[config.mk]
export PLATFORM = sky130hd
export DESIGN_NAME = term_arbiter
export DESIGN_NICKNAME = d
export VERILOG_FILES = /design/src/rtl/term_pkg.sv /design/src/rtl/term_rr_pick.sv /design/src/rtl/term_arbiter.sv
export SDC_FILE = /design/constraint.sdc
export NUM_CORES = 1
export LEC_CHECK = 0
export ABC_AREA = 0
export CAP_MARGIN = 10
export CELL_PAD_IN_SITES_DETAIL_PLACEMENT = 1
export CELL_PAD_IN_SITES_GLOBAL_PLACEMENT = 1
export CORE_UTILIZATION = 36
export DETAILED_ROUTE_END_ITERATION = 10
export GPL_ROUTABILITY_DRIVEN = 0
export GPL_TIMING_DRIVEN = 0
export PLACE_DENSITY_LB_ADDON = 0.1
export SKIP_LAST_GASP = 1
export SLEW_MARGIN = 10
export SYNTH_ARGS = -nofsm -noshare
export SYNTH_HDL_FRONTEND = slang
export SYNTH_SLANG_ARGS = --single-unit
export TNS_END_PERCENT = 30
[constraint.sdc]
create_clock -name clk -period 2.9 [get_ports clk]
set_clock_uncertainty 0.2 [all_clocks]
set_input_delay 0.725 -clock clk [delete_from_list [all_inputs] [get_ports clk]]
set_output_delay 0.725 -clock clk [all_outputs]
set_load 0.005 [all_outputs]
[src/rtl/term_pkg.sv]
// term_pkg -- shared definitions for the terminal command arbiter.
//   state_t     : arbiter FSM states
//   CMD_W_DEF   : default command width
//   TIMEOUT_DEF : default ISSUE cycle budget before abort
//   SRC_HOST / SRC_KBD : encoding of dec_src and of the round-robin pointer
//   src_onehot  : maps a source code to its bit in the {kbd, host} request vector
package term_pkg;

  localparam int CMD_W_DEF   = 8;
  localparam int TIMEOUT_DEF = 12;

  localparam logic SRC_HOST = 1'b0;
  localparam logic SRC_KBD  = 1'b1;

  typedef enum logic [1:0] {
    ST_IDLE  = 2'd0,
    ST_ISSUE = 2'd1,
    ST_DONE  = 2'd2,
    ST_ABORT = 2'd3
  } state_t;

  // Request vectors are ordered {kbd, host}, so the source code doubles as
  // the bit index.
  function automatic logic [1:0] src_onehot(input logic src);
    return (src == SRC_KBD) ? 2'b10 : 2'b01;
  endfunction

endpackage

[src/rtl/term_rr_pick.sv]
// term_rr_pick -- two-way round-robin pick for the terminal arbiter.
//   req  : {kbd, host} raw request levels
//   ptr  : source favoured when both eligible requesters are active
//   mask : {kbd, host} requesters excluded from this pick
//   gnt  : at least one eligible request
//   src  : chosen source (SRC_HOST / SRC_KBD); only meaningful with gnt
// Purely combinational; the caller registers the outcome.
module term_rr_pick
  import term_pkg::*;
(
  input  logic [1:0] req,
  input  logic       ptr,
  input  logic [1:0] mask,
  output logic       gnt,
  output logic       src
);

  logic [1:0] elig;

  always_comb begin
    elig = req & ~mask;
    gnt  = |elig;
    // Contention goes to the pointer; otherwise the lone eligible requester.
    if (&elig) src = ptr;
    else       src = elig[1] ? SRC_KBD : SRC_HOST;
  end

endmodule

[src/rtl/term_arbiter.sv]
// term_arbiter -- shares one terminal decoder between the host and the
// keyboard. One command is in flight at a time.
//   clk, rst_n            : clock (rising edge), async active-low reset
//   host_req / host_cmd   : host request level and command (sampled at grant)
//   host_ack              : one-cycle completion pulse to the host
//   kbd_req / kbd_cmd     : keyboard request level and command
//   kbd_ack               : one-cycle completion pulse to the keyboard
//   dec_valid/cmd/src     : command presented to the decoder (held in ISSUE)
//   dec_ready             : decoder accepts the presented command
//   timeout_err           : one-cycle pulse when a command is abandoned
//   busy                  : high in every state except IDLE
// Flow: IDLE -> ISSUE -> DONE (accepted) or ABORT (timed out) -> IDLE.
// Every output is a register, so dec_valid follows a grant by one cycle and
// acks/timeout_err follow the ISSUE decision by one cycle.
module term_arbiter
  import term_pkg::*;
#(
  parameter int CMD_W   = CMD_W_DEF,
  parameter int TIMEOUT = TIMEOUT_DEF
) (
  input  logic             clk,
  input  logic             rst_n,
  input  logic             host_req,
  input  logic [CMD_W-1:0] host_cmd,
  output logic             host_ack,
  input  logic             kbd_req,
  input  logic [CMD_W-1:0] kbd_cmd,
  output logic             kbd_ack,
  output logic             dec_valid,
  output logic [CMD_W-1:0] dec_cmd,
  output logic             dec_src,
  input  logic             dec_ready,
  output logic             timeout_err,
  output logic             busy
);

  // Timer only has to reach TIMEOUT-1, so clog2(TIMEOUT) bits suffice and it
  // stops there rather than wrapping.
  localparam int             TW    = $clog2(TIMEOUT);
  localparam logic [TW-1:0]  TLAST = TW'(TIMEOUT - 1);

  state_t        state;
  logic          ptr;
  logic [1:0]    mask;
  logic [TW-1:0] timer;

  logic          pick_gnt;
  logic          pick_src;

  term_rr_pick u_pick (
    .req  ({kbd_req, host_req}),
    .ptr  (ptr),
    .mask (mask),
    .gnt  (pick_gnt),
    .src  (pick_src)
  );

  always_ff @(posedge clk or negedge rst_n) begin
    if (!rst_n) begin
      state       <= ST_IDLE;
      ptr         <= SRC_HOST;
      mask        <= 2'b00;
      timer       <= '0;
      dec_valid   <= 1'b0;
      dec_cmd     <= '0;
      dec_src     <= SRC_HOST;
      host_ack    <= 1'b0;
      kbd_ack     <= 1'b0;
      timeout_err <= 1'b0;
      busy        <= 1'b0;
    end else begin
      // Pulses default low; they are raised for exactly one cycle below.
      host_ack    <= 1'b0;
      kbd_ack     <= 1'b0;
      timeout_err <= 1'b0;

      case (state)
        ST_IDLE: begin
          // The post-completion mask only covers the first IDLE cycle.
          mask <= 2'b00;
          if (pick_gnt) begin
            state     <= ST_ISSUE;
            dec_valid <= 1'b1;
            busy      <= 1'b1;
            dec_src   <= pick_src;
            dec_cmd   <= (pick_src == SRC_KBD) ? kbd_cmd : host_cmd;
            timer     <= '0;
          end
        end

        ST_ISSUE: begin
          // Acceptance takes priority over the terminal count.
          if (dec_ready) begin
            state     <= ST_DONE;
            dec_valid <= 1'b0;
            host_ack  <= (dec_src == SRC_HOST);
            kbd_ack   <= (dec_src == SRC_KBD);
          end else if (timer == TLAST) begin
            state       <= ST_ABORT;
            dec_valid   <= 1'b0;
            timeout_err <= 1'b1;
          end else begin
            timer <= timer + TW'(1);
          end
        end

        ST_DONE, ST_ABORT: begin
          // Hand the next contention to the other side and keep the
          // just-served requester out of the next arbitration.
          state <= ST_IDLE;
          busy  <= 1'b0;
          ptr   <= ~dec_src;
          mask  <= src_onehot(dec_src);
        end

        default: begin
          state     <= ST_IDLE;
          dec_valid <= 1'b0;
          busy      <= 1'b0;
        end
      endcase
    end
  end

endmodule
Yosys cells after proc, flatten, opt, wreduce, memory -nomap -nowiden
Index checks and enable logic that the tools add are counted.

Divide/modulo/power cells: 0. Equal/unequal tests: 8. Shift operators: 0. Mux-type cells: 25. Magnitude comparators: 0. Add/subtract/negate cells: 1. Bitwise gates (word level): 3. Reductions and logical operators: 11. Multipliers: 0.

Operators with widths (count): two-way mux 1 bit (12); two-way mux 4 bit (3); two-way mux 2 bit (4); two-way mux 8 bit (1); one-hot mux 4 bit (2 select lines) (1); AND reduction 2 bit (4); != test 2 bit (second input constant) (3); one-hot mux 2 bit (3 select lines) (1); adder 4 x 1 -> 4 bit (second input constant) (1); == test 2 bit (second input constant) (2); == test 4 bit (second input constant) (1); one-hot mux 1 bit (2 select lines) (2); one-hot mux 2 bit (2 select lines) (1); AND reduction 4 bit (1); nonzero test 2 bit (2); OR reduction 2 bit (2); != test 3 bit (second input constant) (1); AND reduction 3 bit (1); AND 2 bit (1); == test 2 x 1 -> 1 bit (second input constant) (1); zero test 2 bit (1); NOT 2 bit (1); NOT 1 bit (1).

Bits in registers: 23. Bits in writable memories: 0. Bits of input ports: 21. Bits in latches: 0. Bits in read-only memories: 0. Memories: 0. Output and inout bits: 14. Logic and storage cells: 59.

Longest topological paths before layout
Gate-level depths: netlist of the first run.

Depth after elaboration: 5. Gate-level depth with buffers: 6. Mapped depth without buffers: 5.

Modules after synthesis
Synthesis of the first run repeated with hierarchy kept, for this count alone.

Cell total of the unflattened synthesis: 94. Area total of the unflattened synthesis: 1056.0 um^2.

By module, submodules not included: term_arbiter (times used 1, area an instance 1019.7 um^2, seq. area each 575.6 um^2, cells an instance 89); term_rr_pick (times used 1, area an instance 36.3 um^2, seq. area each 0.0 um^2, cells an instance 5).

Worst setup path before layout of the first run
OpenSTA, ideal clock, no wires.

Path kind: input -> register. Start: input host_req. End: register timer[3]. Setup time: 0.124 ns. Data required time: 2.576 ns. Stages on the path: 5. Buffers on the path: 1. Data arrival time: 1.514 ns. Path slack: 1.062 ns. Path through: nor2b_1 -> o21a_1 -> buf_6 -> nor2_2 -> a211o_1.

Cells in the longest elaborated chain, start to end: 4.

RTL lines: start, declared (RTL line term_arbiter.sv:23) `input logic host_req,`; AND 2 bit (RTL line term_rr_pick.sv:21) `elig = req & ~mask;`; OR reduction 2 bit (RTL line term_rr_pick.sv:22) `gnt = |elig;`; != test 2 bit (no line); AND reduction 4 bit (no line); end signal, assigned (RTL line term_arbiter.sv:103) `timer <= timer + TW'(1);`; end, declared (RTL line term_arbiter.sv:45) `logic [TW-1:0] timer;`.

Every way passes these cells. A chain may end at the register's enable or synchronous reset.

Final worst setup path of the first run
Start: register dec_src. End: output dec_src.

RTL lines: start, declared (RTL line term_arbiter.sv:31) `output logic dec_src,`; start signal, assigned (RTL line term_arbiter.sv:85) `dec_src <= pick_src;`.

No word-level cell between the ends.

==> results of run 1 <==
-- power by group through the flow --
| stage | Combinational (mW) | Sequential [mW] | Clock, mW |
|---|---|---|---|
| final | 0.601 | 0.524 | 0.150 |
| after detailed placement | 0.612 | 0.534 | 0 |
| after global routing | 0.670 | 0.542 | 0.169 |
| after floorplan | 0.326 | 0.529 | 0 |
| after global placement | 0.588 | 0.529 | 0 |
| after CTS | 0.614 | 0.526 | 0.156 |
-- synth_stat cells (2+ instances only) --
master,instances,area [um^2]
a21oi_1,8,40.0
a22o_1,3,26.3
and3_1,2,12.5
buf_6,2,22.5
dfrtp_1,23,576
inv_1,2,7.51
mux2i_1,8,80.1
nand2_1,5,18.8
nand3_1,3,15.0
nand3b_1,2,15.0
nor2_1,11,41.3
nor2b_1,3,18.8
nor3_1,2,10.0
o21ai_0,6,30.0
-- flip-flops by register name, indices dropped and copies added (netlist names) --
signal	flops
timeout_err	1
ptr	1
dec_cmd	8
mask	2
dec_valid	1
state	2
kbd_ack	1
dec_src	1
timer	4
host_ack	1
busy	1
-- cells by family after synthesis --
family	count (synthesis)
AO/OA/AOI/OAI	22
adder cells (fa/ha/maj)	1
buffers and inverters	5
flip-flops	23
multiplexers	8
AND/OR/NAND/NOR	33
-- per-layer routing --
layer | track usage (%) | wire [um] | vias to the layer above
met1 | 20.5 | 1050 | 397
li1 | - | - | 395
met4 | 7.50 | 39 | 0
met3 | 2.81 | 80 | 4
met2 | 28.4 | 1140 | 19
met5 | 0 | 0 | -
-- worst paths after layout --
path	start	cells past startpoint	end	slack, ns
worst max-delay path	dec_src$_DFFE_PN0P_	1	dec_src	0.66
worst min-delay path	mask[0]$_DFFE_PN0P_	2	mask[0]$_DFFE_PN0P_	0.32
worst max register to register	timer[0]$_DFFE_PN0P_	5	timer[3]$_DFFE_PN0P_	1.13
worst min register to register	mask[0]$_DFFE_PN0P_	2	mask[0]$_DFFE_PN0P_	0.32
max in group asynchronous	rst_n	1	state[0]$_DFFE_PN0P_	1.12
min in group asynchronous	rst_n	1	ptr$_DFFE_PN0N_	0.75
-- area by class of cell --
| type | instances | area (um^2) |
|---|---|---|
| Clock buffer | 3 | 22.5 |
| Fill cell | 301 | 1160 |
| Timing Repair Buffer | 34 | 340 |
| Tap cell | 30 | 37.5 |
| Inverter | 2 | 7.51 |
| Buffer | 3 | 30.0 |
| Sequential cell | 23 | 576 |
| Multi-Input combinational cell | 64 | 412 |
| Clock inverter | 1 | 5.00 |
-- worst register-to-register path, cell delays in order, from the launching register on --
cell	delay [ns]
dfrtp_1	0.43
ha_1	0.24
nand3b_1	0.13
nor3b_4	0.32
nor2_2	0.07
a211o_1	0.29
-- per-stage QoR --
step	area (um^2)	utilization [%]	hold slack, ns	instances
4_1_cts	1430	55.2	0.321	160
3_3_place_gp	1400	54.2	0.262	156
5_1_grt	1430	55.2	0.368	160
6_report	1430	55.2	0.320	160
2_1_floorplan	1020	-	0.229	92
3_5_place_dp	1400	54.2	0.293	156
-- placed cells by master (no fill, tap or decap), types with 2 or more instances in the layout --
master            n
a21oi_1           8
a22o_1            3
and3_1            2
buf_6             2
clkbuf_4          3
clkdlybuf4s50_1  34
dfrtp_1          23
inv_1             2
mux2i_1           8
nand2_1           5
nand3_1           3
nand3b_1          2
nor2_1           11
nor2b_1           3
nor3_1            2
o21ai_0           6
==> impl_metrics.ini, run 1 <==
[run_status]
status = complete, no violations

[worst_setup_path]
crit_family = buffers and inverters
worstSetupPathType = reg2out
crit_chain = clkdlybuf4s50_1
cpPeakStageDelay_ns = 0.53
path_max_fanout = 6
critPathLaunchType = flop
cp-end-kind = primary output
worstPathArrival_ns = 1.32
critPathBufInv = 1
critical_path_required_ns = 1.98
crit_slowest_cell = clkdlybuf4s50_1

[floorplan]
fp-row-count = 18
initial_core_util_pct = 39.6
dieWidth_um = 55.4
die_area_um2 = 3060
boundaryPins = 35
die_h_um = 55.4
core_um2 = 2590

[sta]
slew_headroom_pct = 31.7
clock.fmax_ghz = 0.446
fin_crit_ns = 2.24
drv_slew = 0
setup_viol = 0
rsz0062_at_grt = no
setup_tns_ns = 0
finalHoldViolCount = 0
post-route-period-util_pct = 77.4
worst_pin_slew_ns = 1.02
setup_ws_ns = 0.656

[synthesis]
ys_types = 26
yosys.area_share.simple_pct = 17.9
synth_top_family_by_area = simple AND/OR/NAND/NOR gates
synthCells = 92
synth.area.mux_share_pct = 7.81
synthAdderAreaFrac_pct = 1.22
synthFlopType = dfrtp_1
ys.warnings.count = 0
yosysSeqAreaShare_pct = 56.2
synth_seq_cells = 23
synth_edf_count = 0
syn_area_per_cell_um2 = 11.1
synth_nets = 114
async_reset_ff_share_pct = 100
syn_area_um2 = 1020
synth-xor-area-share_pct = 0
synth_compound_area_share_pct = 13.2

[clock_network]
root_buffer = clkbuf_4
clk_pin_slew_ns = 0.14
cts_tree = yes
numCtsBuffers = 3
clockBufferDepth = 2
cts_hold_buf = 0
cts.sinks = 23
post_cts.repair.setup_buffers = 0
htree_levels = 1
ctsResizeCount = 0
insertion_delay_ns = 0.32

[drt]
detail_route.wl_per_cell_um = 14.5
wl_um = 2320
viasPerCell = 5.09
drc_errors = 0
drt-initial-drc-count = 6
ant_nets = 0
first_pass_iters = 3
via_count = 815

[global_route]
grt_pass1_wl_um = 3970
grt_pass1_vias = 856
grt_usage_pct = 16.7
grt_max_degree = 24
antenna_found_initial = 0
overflow = 0

[place]
numPortBuffers = 34
hpwl_um = 1750
pre_cts_ws_ns = 0.450

[power_and_ir_drop]
vdd_drop_max_v = 0.000494
p_sw_mw = 0.451
p_int_mw = 0.824
p_leak_nw = 0.634
total_power_mw = 1.27
swShare_pct = 35.4
p_per_area_nw_per_um2 = 892
pwr-share-comb_pct = 47.1
clkPwrFrac_pct = 11.7
power_frac_seq_pct = 41.1

[final_layout]
area_growth_pct = 39.6
antenna_cells = 0
final_layout_size_suffix_gt1_share_pct = 8.46
num-nets-final = 153

[flow_run]
maxCapViolCount = 0

[worst_hold_path]
worstHoldPathType = reg2reg
Note: power is estimated with default switching activity, not from simulation.
==> run 2, diff against run 1 <==
--- a/config.mk
+++ b/config.mk
@@ -9,7 +9,7 @@
 export CAP_MARGIN = 10
 export CELL_PAD_IN_SITES_DETAIL_PLACEMENT = 1
 export CELL_PAD_IN_SITES_GLOBAL_PLACEMENT = 1
-export CORE_UTILIZATION = 36
+export CORE_UTILIZATION = 30
 export DETAILED_ROUTE_END_ITERATION = 10
 export GPL_ROUTABILITY_DRIVEN = 0
 export GPL_TIMING_DRIVEN = 0
==> constraint.sdc (replaced) <==
create_clock -name clk -period 1.85 [get_ports clk]
set_clock_uncertainty 0.2 [all_clocks]
set_input_delay 0.4625 -clock clk [delete_from_list [all_inputs] [get_ports clk]]
set_output_delay 0.4625 -clock clk [all_outputs]
set_load 0.005 [all_outputs]
==> run 2 against run 1 <==
Net effect: the flow now finishes with violations (negative setup slack); non-clock buffer count up 3; global-route usage down 1.5 points; sequential share of layout area down 1.1 points; die area up 19%; sequential power up 57%; critical path type unchanged; critical endpoint unchanged; largest power group unchanged; highest routed layer unchanged.
==> impl_metrics.ini, run 2 (synthesis results as in run 1) <==
[power_and_ir_drop]
p_per_area_nw_per_um2 = 1380
p_leak_nw = 0.656
clkPwrFrac_pct = 11.3
vdd_drop_max_v = 0.000464
p_int_mw = 1.31
pwr-share-comb_pct = 48.3
swShare_pct = 35.8
power_frac_seq_pct = 40.3
p_sw_mw = 0.728

[final_layout]
most-common-layout-cells = clkdlybuf4s50_1 (30), dfrtp_1 (22), nor2_1 (11)
num-nets-final = 156
post-route-util_pct = 46.7
reg_top3 = dec_cmd (8), timer (4)
final_cells = 177
final_common_cell = clkdlybuf4s50_1
largest_register_ffs = 8
area_growth_pct = 43.7
final_layout_size_suffix_gt1_share_pct = 12.0
top_register = dec_cmd
antenna_cells = 0

[place]
numPortBuffers = 34
placed_cells_incl_taps = 170
pre_cts_ws_ns = -0.336
hpwl_um = 1900

[global_route]
overflow = 0
grt_max_degree = 24
grt_usage_pct = 15.2
antenna_found_initial = 0
grt_pass1_vias = 904
grt_pass1_wl_um = 4060

[sta]
drv_slew = 0
rsz0062_at_grt = yes
fin_crit_ns = 1.86
setup_viol = 1
worst_pin_slew_ns = 1.04
slew_headroom_pct = 30.5
whs_ns = 0.322
finalHoldViolCount = 0
clock.fmax_ghz = 0.539
post-route-period-util_pct = 100
setup_ws_ns = -0.00517

[floorplan]
boundaryPins = 35
initial_core_util_pct = 32.5
die_area_um2 = 3650
core_um2 = 3150
dieWidth_um = 60.4
die_h_um = 60.4
fp-row-count = 20

[worst_setup_path]
cp-end-kind = primary output
critPathBufInv = 1
cpPeakStageDelay_ns = 0.50
crit_slowest_cell = clkdlybuf4s50_1
worstSetupPathType = reg2out
crit_family = buffers and inverters
worstPathArrival_ns = 1.19
rrSetupSlack_ns = 0.07
critPathLaunchType = flop
critical_path_required_ns = 1.19
path_max_fanout = 2
crit_chain = clkdlybuf4s50_1

[clock_network]
insertion_delay_ns = 0.30
clockBufferDepth = 2
cts.sinks = 23
cts_hold_buf = 0
numCtsBuffers = 3
htree_levels = 1
root_buffer = clkbuf_4
clk_pin_slew_ns = 0.13
cts_tree = yes

[drt]
drt-initial-drc-count = 13
viasPerCell = 4.75
wl_um = 2530
first_pass_iters = 2
drc_errors = 0
detail_route.wl_per_cell_um = 14.3
ant_nets = 0
via_count = 841

[flow_run]
maxCapViolCount = 0

[run_status]
violations = negative setup slack
status = finished with violations

[worst_hold_path]
worstHoldPathType = reg2reg
## run 2: cell types whose count changed in the layout (fill, tap and decap cells not counted)
cell	delta
nor2b_1	-1
dfrtp_2	+1
clkdlybuf4s50_1	-4
dlymetal6s2s_1	+1
dlygate4sd2_1	+3
dfrtp_1	-1
buf_4	+3
nor2b_2	+1
## run 2: path summary, 6_finish.rpt
check,from,to,cells past startpoint
max,dec_src$_DFFE_PN0P_,dec_src,1
min,mask[0]$_DFFE_PN0P_,mask[0]$_DFFE_PN0P_,2
max reg2reg,timer[0]$_DFFE_PN0P_,timer[3]$_DFFE_PN0P_,5
min reg2reg,mask[0]$_DFFE_PN0P_,mask[0]$_DFFE_PN0P_,2
max in group asynchronous,rst_n,dec_src$_DFFE_PN0P_,1
min in group asynchronous,rst_n,mask[1]$_DFFE_PN0P_,1
## run 2: stage by stage
step | power (mW) | cell area, um^2 | TNS (ns)
after floorplan | 1.34 | 1020 | 0
after global routing | 2.21 | 1470 | -0.470
after CTS | 2.05 | 1460 | -0.0868
after global placement | 1.76 | 1420 | -6.33
after detailed placement | 1.81 | 1420 | -6.96
final | 2.04 | 1470 | -0.00517
## run 2: layout make-up
cell class | instances | area [um^2]
fill | 348 | 1680
clock inverter | 1 | 5.00
timing repair buffer | 37 | 362
sequential | 23 | 577
buffer | 3 | 30.0
inverter | 2 | 7.51
tap | 44 | 55.1
multi-input combinational | 64 | 414
clock buffer | 3 | 22.5
## run 2: power groups by stage
| stage | Clock (mW) | Sequential (mW) | Combinational, mW |
|---|---|---|---|
| floorplan | 0 | 0.830 | 0.511 |
| global placement | 0 | 0.832 | 0.926 |
| detailed placement | 0 | 0.844 | 0.964 |
| CTS | 0.242 | 0.823 | 0.989 |
| global route | 0.264 | 0.844 | 1.10 |
| finish | 0.231 | 0.821 | 0.984 |
## run 2: repair_timing
| action | in CTS | in global routing |
|---|---|---|
| gates resized for setup | 4 | 2 |
| buffers inserted | 2 | 1 |
| setup endpoints to repair | 15 | 19 |
| cloned | 0 | 0 |
## run 2: metal layers
layer  track usage (%)  up-vias  wire [um]  share of wire [%]
met2              27.9       13       1360                 54
met3              1.92        2         79                3.1
met5                 0        -          0                  0
met4              4.87        0         15               0.59
met1              18.2      423       1080                 43
li1                  -      403          -                  -
==> run 3, diff against run 2 <==
--- a/config.mk
+++ b/config.mk
@@ -9,7 +9,8 @@
 export CAP_MARGIN = 10
 export CELL_PAD_IN_SITES_DETAIL_PLACEMENT = 1
 export CELL_PAD_IN_SITES_GLOBAL_PLACEMENT = 1
-export CORE_UTILIZATION = 30
+export CORE_MARGIN = 10
+export CORE_UTILIZATION = 33
 export DETAILED_ROUTE_END_ITERATION = 10
 export GPL_ROUTABILITY_DRIVEN = 0
 export GPL_TIMING_DRIVEN = 0
==> constraint.sdc (replaced) <==
create_clock -name clk -period 2.02 [get_ports clk]
set_clock_uncertainty 0.2 [all_clocks]
set_input_delay 0.505 -clock clk [delete_from_list [all_inputs] [get_ports clk]]
set_output_delay 0.505 -clock clk [all_outputs]
set_load 0.005 [all_outputs]
==> run 3 against run 2 <==
Net effect: the run now ends clean; global-route usage shrank 5.0 points; die area is 57% higher; register-to-register slack improved by 0.17 ns; hold slack lost 0.029 ns; first-iteration DRC count rose to 3.1 times the previous value; critical path depth unchanged; highest routed layer unchanged.
==> impl_metrics.ini, run 3 (synthesis results as in run 1) <==
[clock_network]
htree_levels = 1
cts.sinks = 23
clockBufferDepth = 2
clk_pin_slew_ns = 0.15
numCtsBuffers = 3
insertion_delay_ns = 0.33
root_buffer = clkbuf_4
ctsResizeCount = 0
cts_tree = yes

[sta]
finalHoldViolCount = 0
clock.fmax_ghz = 0.515
post-route-period-util_pct = 96.2
drv_slew = 0
slew_headroom_pct = 29.6
setup_viol = 0
setup_tns_ns = 0
fin_crit_ns = 1.94
worst_pin_slew_ns = 1.05
rsz0062_at_grt = no

[drt]
first_pass_iters = 3
ant_nets = 0
viasPerCell = 5.03
wl_um = 2750
drt-initial-drc-count = 40
detail_route.wl_per_cell_um = 16.7
via_count = 830
drc_errors = 0

[floorplan]
dieWidth_um = 75.7
core_um2 = 3000
fp-row-count = 20
boundaryPins = 35
initial_core_util_pct = 34.1
die_h_um = 75.7
die_area_um2 = 5730

[final_layout]
largest_register_ffs = 8
top_register = dec_cmd
final_area_um2 = 1450
final_layout_size_suffix_gt1_share_pct = 9.85
multiInputGateArea_um2 = 412
filler_cell_count = 352
antenna_cells = 0
most-common-layout-cells = clkdlybuf4s50_1 (34), dfrtp_1 (23), nor2_1 (11)
area_growth_pct = 41.6
seqCellArea_um2 = 576
final_common_cell = clkdlybuf4s50_1
reg_top3 = dec_cmd (8), timer (4)
num-nets-final = 155

[worst_setup_path]
crit_slowest_cell = clkdlybuf4s50_1
worstPathArrival_ns = 1.24
worstSetupPathType = reg2out
path_max_fanout = 2
critPathLaunchType = flop
cp-end-kind = primary output
crit_family = buffers and inverters
critical_path_required_ns = 1.31
critPathBufInv = 1
crit_chain = clkdlybuf4s50_1
cpPeakStageDelay_ns = 0.52

[run_status]
status = complete, no violations

[global_route]
grt_max_degree = 24
grt_pass1_vias = 896
grt_pass1_wl_um = 4440
overflow = 0
antenna_found_initial = 0
grt_usage_pct = 10.2

[power_and_ir_drop]
p_leak_nw = 0.640
vdd_drop_max_v = 0.000456
p_per_area_nw_per_um2 = 1310

[place]
hpwl_um = 2060
dpl-instance-area_um2 = 1410
numPortBuffers = 34

[worst_hold_path]
worstHoldPathType = reg2reg

[flow_run]
maxCapViolCount = 0
run 3: metrics by stage:
step	std cells	power [mW]	hold WS [ns]	setup slack [ns]	util [%]
5_1_grt	165	2.07	0.351	0.0144	48.3
6_report	165	1.90	0.293	0.0770	48.3
4_1_cts	164	1.92	0.298	0.0543	48.1
2_1_floorplan	92	1.23	0.00941	0.392	-
3_3_place_gp	159	1.62	0.264	-0.147	46.8
3_5_place_dp	159	1.66	0.263	-0.172	46.8
run 3: path summary, 6_finish.rpt:
kind	startpoint	to	slack [ns]	cells past startpoint
min reg2reg	mask[0]$_DFFE_PN0P_	mask[0]$_DFFE_PN0P_	0.29	2
max in group asynchronous	rst_n	dec_cmd[5]$_DFFE_PN0P_	0.46	1
max	dec_src$_DFFE_PN0P_	dec_src	0.08	1
max reg2reg	timer[0]$_DFFE_PN0P_	timer[3]$_DFFE_PN0P_	0.24	5
min in group asynchronous	rst_n	busy$_DFFE_PN0P_	0.53	1
min	mask[0]$_DFFE_PN0P_	mask[0]$_DFFE_PN0P_	0.29	2
run 3: final cells by class:
cell class / instances / share of cell area [%]
Sequential cell: 23 / 39.7
Clock inverter: 1 / 0.517
Timing Repair Buffer: 36 / 24.5
Clock buffer: 3 / 1.55
Buffer: 3 / 2.07
Tap cell: 33 / 2.84
Inverter: 2 / 0.517
Multi-Input combinational cell: 64 / 28.4
run 3: power breakdown:
part | total (mW) | switching [mW] | internal [mW] | leakage (nW)
Combinational | 0.916 | 0.420 | 0.495 | 0.345
Clock | 0.237 | 0.161 | 0.0758 | 0.0139
Sequential | 0.745 | 0.107 | 0.638 | 0.281
Total | 1.90 | 0.689 | 1.21 | 0.640
run 3: timing repair:
item / CTS / global route
buffers inserted: 1 / 1
hold buffers: 0 / 0
setup endpoints to repair: 1 / 1
run 3: layer usage:
metal | wire (um) | global-route usage (%)
met2 | 1470 | 17.7
met3 | 140 | 3.52
met1 | 1120 | 11.4
met4 | 29 | 3.09
met5 | 0 | 0
